### src/rtl/median_frame_sched.sv
//------------------------------------------------------------------------------
// Module  : median_frame_sched
// Brief   : Raster-order frame scheduler for the 3x3 median filter datapath.
// Revision: 1.0 - initial release
//------------------------------------------------------------------------------
`default_nettype none

module median_frame_sched #(
    parameter int IMG_W     = 640,
    parameter int IMG_H     = 480,
    parameter int ADDR_W    = 19,
    parameter int WD_CYCLES = 16
) (
    input  logic              clk,
    input  logic              rst,
    input  logic              start,
    input  logic              abort,
    input  logic              win_done,
    input  logic              stall,
    output logic              win_start,
    output logic [9:0]        win_x,
    output logic [8:0]        win_y,
    output logic [ADDR_W-1:0] center_addr,
    output logic              border,
    output logic              wr_en,
    output logic [ADDR_W-1:0] wr_addr,
    output logic              busy,
    output logic              frame_done,
    output logic              err_timeout
);

    localparam int               c_WD_W    = $clog2(WD_CYCLES);
    localparam logic [9:0]       c_X_LAST  = 10'(IMG_W - 1);
    localparam logic [8:0]       c_Y_LAST  = 9'(IMG_H - 1);
    localparam logic [c_WD_W-1:0] c_WD_LAST = c_WD_W'(WD_CYCLES - 1);

    typedef enum logic [2:0] {
        S_IDLE  = 3'd0,
        S_ISSUE = 3'd1,
        S_WAIT  = 3'd2,
        S_WRITE = 3'd3,
        S_NEXT  = 3'd4,
        S_DONE  = 3'd5,
        S_ERR   = 3'd6
    } state_t;

    state_t              r_state;
    state_t              w_state_nxt;
    logic [9:0]          r_x;
    logic [8:0]          r_y;
    logic [ADDR_W-1:0]   r_addr;
    logic [c_WD_W-1:0]   r_wd;
    logic                w_edge;
    logic                w_last;
    logic                w_win_start;
    logic                w_wr_en;
    logic                w_frame_done;

    assign w_edge = (r_x == 10'd0) || (r_x == c_X_LAST) ||
                    (r_y == 9'd0)  || (r_y == c_Y_LAST);
    assign w_last = (r_x == c_X_LAST) && (r_y == c_Y_LAST);

    always_ff @(posedge clk or negedge rst) begin
        if (!rst) begin
            r_state <= S_IDLE;
        end else begin
            r_state <= w_state_nxt;
        end
    end

    // Abort overrides everything, including this cycle's strobes.
    always_comb begin
        w_state_nxt  = r_state;
        w_win_start  = 1'b0;
        w_wr_en      = 1'b0;
        w_frame_done = 1'b0;
        if (abort) begin
            w_state_nxt = S_IDLE;
        end else begin
            unique case (r_state)
                S_IDLE: begin
                    if (start) w_state_nxt = S_ISSUE;
                end
                S_ISSUE: begin
                    if (w_edge) begin
                        w_state_nxt = S_WRITE;
                    end else begin
                        w_win_start = 1'b1;
                        w_state_nxt = S_WAIT;
                    end
                end
                S_WAIT: begin
                    if (win_done)               w_state_nxt = S_WRITE;
                    else if (r_wd == c_WD_LAST) w_state_nxt = S_ERR;
                end
                S_WRITE: begin
                    if (!stall) begin
                        w_wr_en     = 1'b1;
                        w_state_nxt = S_NEXT;
                    end
                end
                S_NEXT: begin
                    w_state_nxt = w_last ? S_DONE : S_ISSUE;
                end
                S_DONE: begin
                    w_frame_done = 1'b1;
                    w_state_nxt  = S_IDLE;
                end
                S_ERR: begin
                    if (start) w_state_nxt = S_ISSUE;
                end
                default: w_state_nxt = S_IDLE;
            endcase
        end
    end

    // Address advances by one per pixel so no y*IMG_W multiply is needed.
    always_ff @(posedge clk or negedge rst) begin
        if (!rst) begin
            r_x    <= '0;
            r_y    <= '0;
            r_addr <= '0;
            r_wd   <= '0;
        end else if (!abort) begin
            case (r_state)
                S_IDLE, S_ERR: begin
                    if (start) begin
                        r_x    <= '0;
                        r_y    <= '0;
                        r_addr <= '0;
                    end
                end
                S_ISSUE: r_wd <= '0;
                S_WAIT: begin
                    if (!win_done && (r_wd != c_WD_LAST)) r_wd <= r_wd + 1'b1;
                end
                S_NEXT: begin
                    if (!w_last) begin
                        if (r_x == c_X_LAST) begin
                            r_x <= '0;
                            r_y <= r_y + 1'b1;
                        end else begin
                            r_x <= r_x + 1'b1;
                        end
                        r_addr <= r_addr + 1'b1;
                    end
                end
                default: ;
            endcase
        end
    end

    assign win_start   = w_win_start;
    assign wr_en       = w_wr_en;
    assign frame_done  = w_frame_done;
    assign win_x       = r_x;
    assign win_y       = r_y;
    assign center_addr = r_addr;
    assign wr_addr     = r_addr;
    assign border      = w_edge && ((r_state == S_ISSUE) || (r_state == S_WAIT) ||
                                    (r_state == S_WRITE));
    assign busy        = (r_state == S_ISSUE) || (r_state == S_WAIT) ||
                         (r_state == S_WRITE) || (r_state == S_NEXT) ||
                         (r_state == S_DONE);
    assign err_timeout = (r_state == S_ERR);

endmodule

`default_nettype wire
### config.mk
export PLATFORM = sky130hd
export DESIGN_NAME = median_frame_sched
export DESIGN_NICKNAME = d
export VERILOG_FILES = /design/src/rtl/median_frame_sched.sv
export SDC_FILE = /design/constraint.sdc
export NUM_CORES = 1
export LEC_CHECK = 0
export ABC_AREA = 0
export CAP_MARGIN = 25
export CORE_MARGIN = 4
export CORE_UTILIZATION = 54
export DETAILED_ROUTE_END_ITERATION = 10
export PLACE_DENSITY = 0.82
export SETUP_SLACK_MARGIN = 0.4
export SYNTH_ARGS = -nofsm -noshare
export SYNTH_HDL_FRONTEND = slang
export SYNTH_SLANG_ARGS = --single-unit
export TNS_END_PERCENT = 20
### constraint.sdc
create_clock -name clk -period 2.9 [get_ports clk]
set_input_delay 0.58 -clock clk [delete_from_list [all_inputs] [get_ports clk]]
set_output_delay 0.58 -clock clk [all_outputs]
set_load 0.02 [all_outputs]
==> After elaboration in Yosys (flattened, before gate mapping) <==
Index checks and enable logic that the tools add are counted.
{ "totals": {"reg_bits": 45, "input_bits": 6, "out_inout_bits": 63, "elab_cells": 77} }
{ "op_classes": {"addsub": 4, "eq_ne": 17, "n_mux": 29, "n_bitwise": 1, "reduce_logical": 21} }
{ "ops": {"columns": ["op", "count"], "rows": [
  ["two-way mux 19 bit", 2],
  ["one-hot mux 19 bit (2 select lines)", 1],
  ["two-way mux 10 bit", 3],
  ["two-way mux 9 bit", 3],
  ["one-hot mux 10 bit (2 select lines)", 1],
  ["adder 19 x 1 -> 19 bit (second input constant)", 1],
  ["two-way mux 3 bit", 6],
  ["one-hot mux 9 bit (2 select lines)", 1],
  ["one-hot mux 3 bit (5 select lines)", 1],
  ["adder 10 x 1 -> 10 bit (second input constant)", 1],
  ["equality test 10 bit (second input constant)", 1],
  ["zero test 10 bit", 1],
  ["adder 9 x 1 -> 9 bit (second input constant)", 1],
  ["equality test 3 bit (second input constant)", 3],
  ["equality test 9 bit (second input constant)", 1],
  ["zero test 9 bit", 1],
  ["two-way mux 1 bit", 9],
  ["inequality test 4 bit (second input constant)", 2],
  ["one-hot mux 4 bit (2 select lines)", 1],
  ["logical OR 1 bit", 7],
  ["equality test 3 x 2 -> 1 bit (second input constant)", 2],
  ["inequality test 2 bit (second input constant)", 3],
  ["AND reduction 3 bit", 2],
  ["AND reduction 5 bit", 1],
  ["14 further kinds", 17]
]} }

==> Longest topological paths before layout <==
{ "depth": {"ltp_word": 7, "depth_mapped": 8, "depth_no_buf": 6} }

==> Least setup slack after synthesis <==
Ideal clock, no wire load.
{ "synth_timing": {"path_kind": "register to output", "from": "reg r_x[1], in the netlist win_x[1]", "to": "out border", "arrival_time_ps": 2002, "required_ps": 2320, "path_slack_ps": 318, "stages_incl_launch_ff": 7, "path_cell_list": "dfrtp_1 -> ha_1 -> nand2_1 -> nor3_2 -> a31oi_1 -> and3_1 -> nor3_1"} }
{ "synth_via": {"elab_chain_len": 5, "elab_cells_between_ends": 6, "cone_classes": "eq/ne: 1; reduce/logical: 5"} }
{ "synth_rtl": {"columns": ["item", "line_no", "rtl"], "rows": [
  ["from (decl)", "49", "logic [9:0] r_x;"],
  ["from (signal assigned)", "143", "r_x <= r_x + 1'b1;"],
  ["equality test 10 bit / zero test 10 bit (equally long branches)", "59", "assign w_edge = (r_x == 10'd0) || (r_x == c_X_LAST) ||"],
  ["logical OR 1 bit (*) (2 in a row)", "59", null],
  ["logical OR 1 bit (*)", "60", "(r_y == 9'd0) || (r_y == c_Y_LAST);"],
  ["logical AND 1 bit (*)", "160", "assign border = w_edge && ((r_state == S_ISSUE) || (r_state == S_WAIT) ||"],
  ["to (decl)", "24", "output logic border,"]
]} }
Every way passes the cells marked *; elsewhere a longest branch is shown, timed or not.

==> Worst setup path in the final report <==
{ "layout_timing": {"from": "in abort", "to": "reg r_addr[13], in the netlist center_addr[13]"} }
{ "layout_via": {"elab_chain_len": 2} }
{ "layout_rtl": {"columns": ["item", "line_no", "rtl"], "rows": [
  ["from (decl)", "17", "input logic abort,"],
  ["inverter 1 bit (no source line)", null, null],
  ["AND reduction 4 bit (no source line)", null, null],
  ["to (signal assigned)", "145", "r_addr <= r_addr + 1'b1;"],
  ["to (decl)", "51", "logic [ADDR_W-1:0] r_addr;"]
]} }
Every way passes these cells.
A chain may end at the register's enable or synchronous reset.

==> key figures <==
Detailed routing
  • Vias per inst: 6.08
  • Avg WL per Cell: 16.7 µm
  • Iteration-0 DRC Markers: 255
  • Vias: 2795
  • Drt total wl: 7.68 mm
  • Pre-antenna DRT Iters: 4
  • Final ANT Viol Nets: 0
  • DRC viols: 0

Critical path
  • Critical path class: in2reg
  • R2r worst-path depth: 6
  • Setup crit start kind: input port
  • Crit end category: flop
  • Worst R2R Setup Slack: 0.67 ns
  • Required time worst endpoint: 3.12 ns
  • Critical path peak fanout: 13
  • Critical path data arrival time: 2.69 ns
  • Launch point of the worst reg-to-reg path: win_y[0]
  • Worst r2r dst: center_addr[13]

Logic synthesis
  • Mapped cell area: 0.00287 mm²
  • Distinct cells, synth: 54
  • Top FF cell, synth: dfrtp_1
  • Async S/R FF share, synth: 1.00
  • Number of flops mapped to enable cells by yosys: 0
  • Syn nets: 340
  • Most area-consuming cells after synthesis: dfrtp_1 (39%), buf_4 (5.5%), o21ai_0 (4.5%)
  • Seq/Total Area, Yosys: 0.392
  • Ys Warns: 0
  • Yosys reg bits: 45
  • Synthesized area per cell: 8.75 µm²
  • Yosys top cell area share: 0.392
  • Yosys top cell by area: dfrtp_1
  • Mapped Cells: 328

STA
  • Post-route setup TNS: 0 ns
  • Crit share post-route: 0.851
  • RSZ-0062 raised after global routing: true
  • Slew headroom: 0.557
  • Tmin final: 2.47 ns
  • Hold Worst Slack: 0.354 ns
  • Least-Margin Pin Slew: 0.658 ns
  • Final Hold Viols: 0
  • Final WS setup: 0.433 ns
  • Slew Limit Fails: 0
  • Clock skew: 0.00483 ns
  • Achievable Freq: 405 MHz
  • Setup-failing EPs final: 0

Layout
  • Area grow syn2layout: 29.2%
  • Antenna Cells: 0
  • Finished layout cell area: 0.00371 mm²
  • Util after Layout: 0.722
  • Commonest cells after routing, fill and taps aside: clkdlybuf4s50_1 (63), dfrtp_1 (40), nand2_1 (28)
  • Final non-filler cell total: 460
  • Nets: 402
  • Proportion of layout cells with a drive suffix above 1: 0.131
  • Most common cell after layout, fill and taps aside: clkdlybuf4s50_1

Clock tree
  • Root Buffer: clkbuf_8
  • Hold Buf Count CTS: 0
  • Num Clock Sinks: 45
  • Clock latency reported for the late side of the worst-skew pair: 0.30 ns
  • Clock buffers created by TritonCTS: 5
  • CTS clk-pin slew, worst paths: 0.08 ns
  • Clk buf depth: 2
  • CTS tree: yes
  • CTS H-tree lvls: 2

Power
  • PD cells: 473 mW/mm²
  • Total Power: 1.75 mW
  • Leakage: 1.49 nW
  • VDD IR-drop max: 0.000328 V

Global routing
  • Vias in the first global route: 2681
  • Largest net degree at the start of global routing: 46
  • First-pass GRT wire length: 12.6 mm
  • GRT overflow: 0
  • Total track usage: 0.241
  • Initial antenna violation count: 0

Placed design
  • Routability congestion estimate: 0.842
  • Placed inst area: 0.00353 mm²
  • Dpl ws: 0.148 ns
  • Post-Place Cells: 449
  • Buffers added on ports: 68
  • Placed wire-length estimate: 5.37 mm

Die
  • Core ar.: 0.00514 mm²
  • Die Footprint: 0.00655 mm²
  • Core Rows: 26
  • Die height: 80.9 µm
  • Die Wd: 80.9 µm
  • # IOs: 69
  • Initial core utilization: 0.558

Worst hold path
  • Type of the most critical hold path: in2async

Run
  • Max-Cap Viols: 0

Run status
  • Status: finished clean
cell usage after synthesis, types with 2 or more instances:
library cell	number
nand3b_1	2
o22ai_1	2
nor2_1	18
xnor2_1	3
and2_1	7
nor2b_1	2
nand2_1	29
nor4b_1	3
inv_1	6
or3_1	10
o21bai_1	2
o21ai_1	6
o211ai_1	3
and4_1	3
xor2_1	5
nor3_1	6
and3_1	7
nor4_1	2
clkbuf_1	6
o31ai_1	14
a211oi_1	3
nand4_1	9
or2_2	2
o21ai_0	26
buf_6	2
ha_1	6
a21oi_1	24
dfrtp_1	45
a31oi_1	5
nand2b_1	3
or4_1	7
buf_4	21
nor3b_1	2
nand3_1	17
state kept, by name, summed over array words and instances, names as in the netlist:
name / cells
center_addr: 19
r_state: 3
r_wd: 4
win_x: 10
win_y: 9
metal layers:
metal | track usage | share of wire | vias up | wire length, µm
li1 | - | - | 1332 | -
met1 | 0.334 | 0.44 | 1339 | 3370
met2 | 0.383 | 0.47 | 113 | 3640
met3 | 0.0488 | 0.074 | 11 | 570
met4 | 0.0676 | 0.014 | 0 | 104
met5 | 0 | 0 | - | 0
logic make-up (layout without fill, tap and decap cells):
family | Yosys count | count (layout) | synth area share
AO/OA/AOI/OAI | 95 | 96 | 0.204
XOR/XNOR | 8 | 8 | 0.0244
adder cells (fa/ha/maj) | 6 | 6 | 0.0262
buffers and inverters | 37 | 98 | 0.0819
flip-flops | 45 | 45 | 0.392
multiplexers | 1 | 1 | 0.00392
AND/OR/NAND/NOR | 136 | 136 | 0.267
final cells by class:
type / count / area (µm²)
clock buffer: 5 / 68.8
clock inverter: 2 / 35.0
fill: 432 / 1430
inverter: 6 / 22.5
multi-input combinational: 247 / 1570
sequential: 45 / 1130
tap: 70 / 87.6
timing repair buffer: 85 / 795
critical path: stages:
cell             delay (ns)
clkdlybuf4s50_1        0.51
or2_2                  0.37
a21oi_2                0.30
o21ai_4                0.20
or4_1                  0.55
a21oi_1                0.17
how the worst max path moves through the flow:
stage / endpoint / slack (ns) / from
after floorplan: border / 0.49 / win_x[1]
after global placement: win_start / 0.23 / abort
after detailed placement: center_addr[13] / 0.15 / abort
after CTS: win_start / 0.21 / win_x[9]
after global routing: win_start / 0.32 / win_x[0]
final: center_addr[13] / 0.43 / abort
report_power, final:
part           total, mW  internal (mW)  switching, mW  leakage (nW)
combinational      0.536          0.220          0.316         0.821
clock              0.461          0.251          0.210        0.0540
sequential         0.756          0.670         0.0858         0.617
total               1.75           1.14          0.612          1.49
repair_timing:
item | in CTS | in global routing
pin swaps | 0 | 2
gates cloned | 0 | 1
endpoints found under the setup margin | 4 | 15
buffers inserted | 1 | 2
hold endpoints to repair | 0 | 0
gates resized for setup | 5 | 18
(Power assumes the default switching activity.)
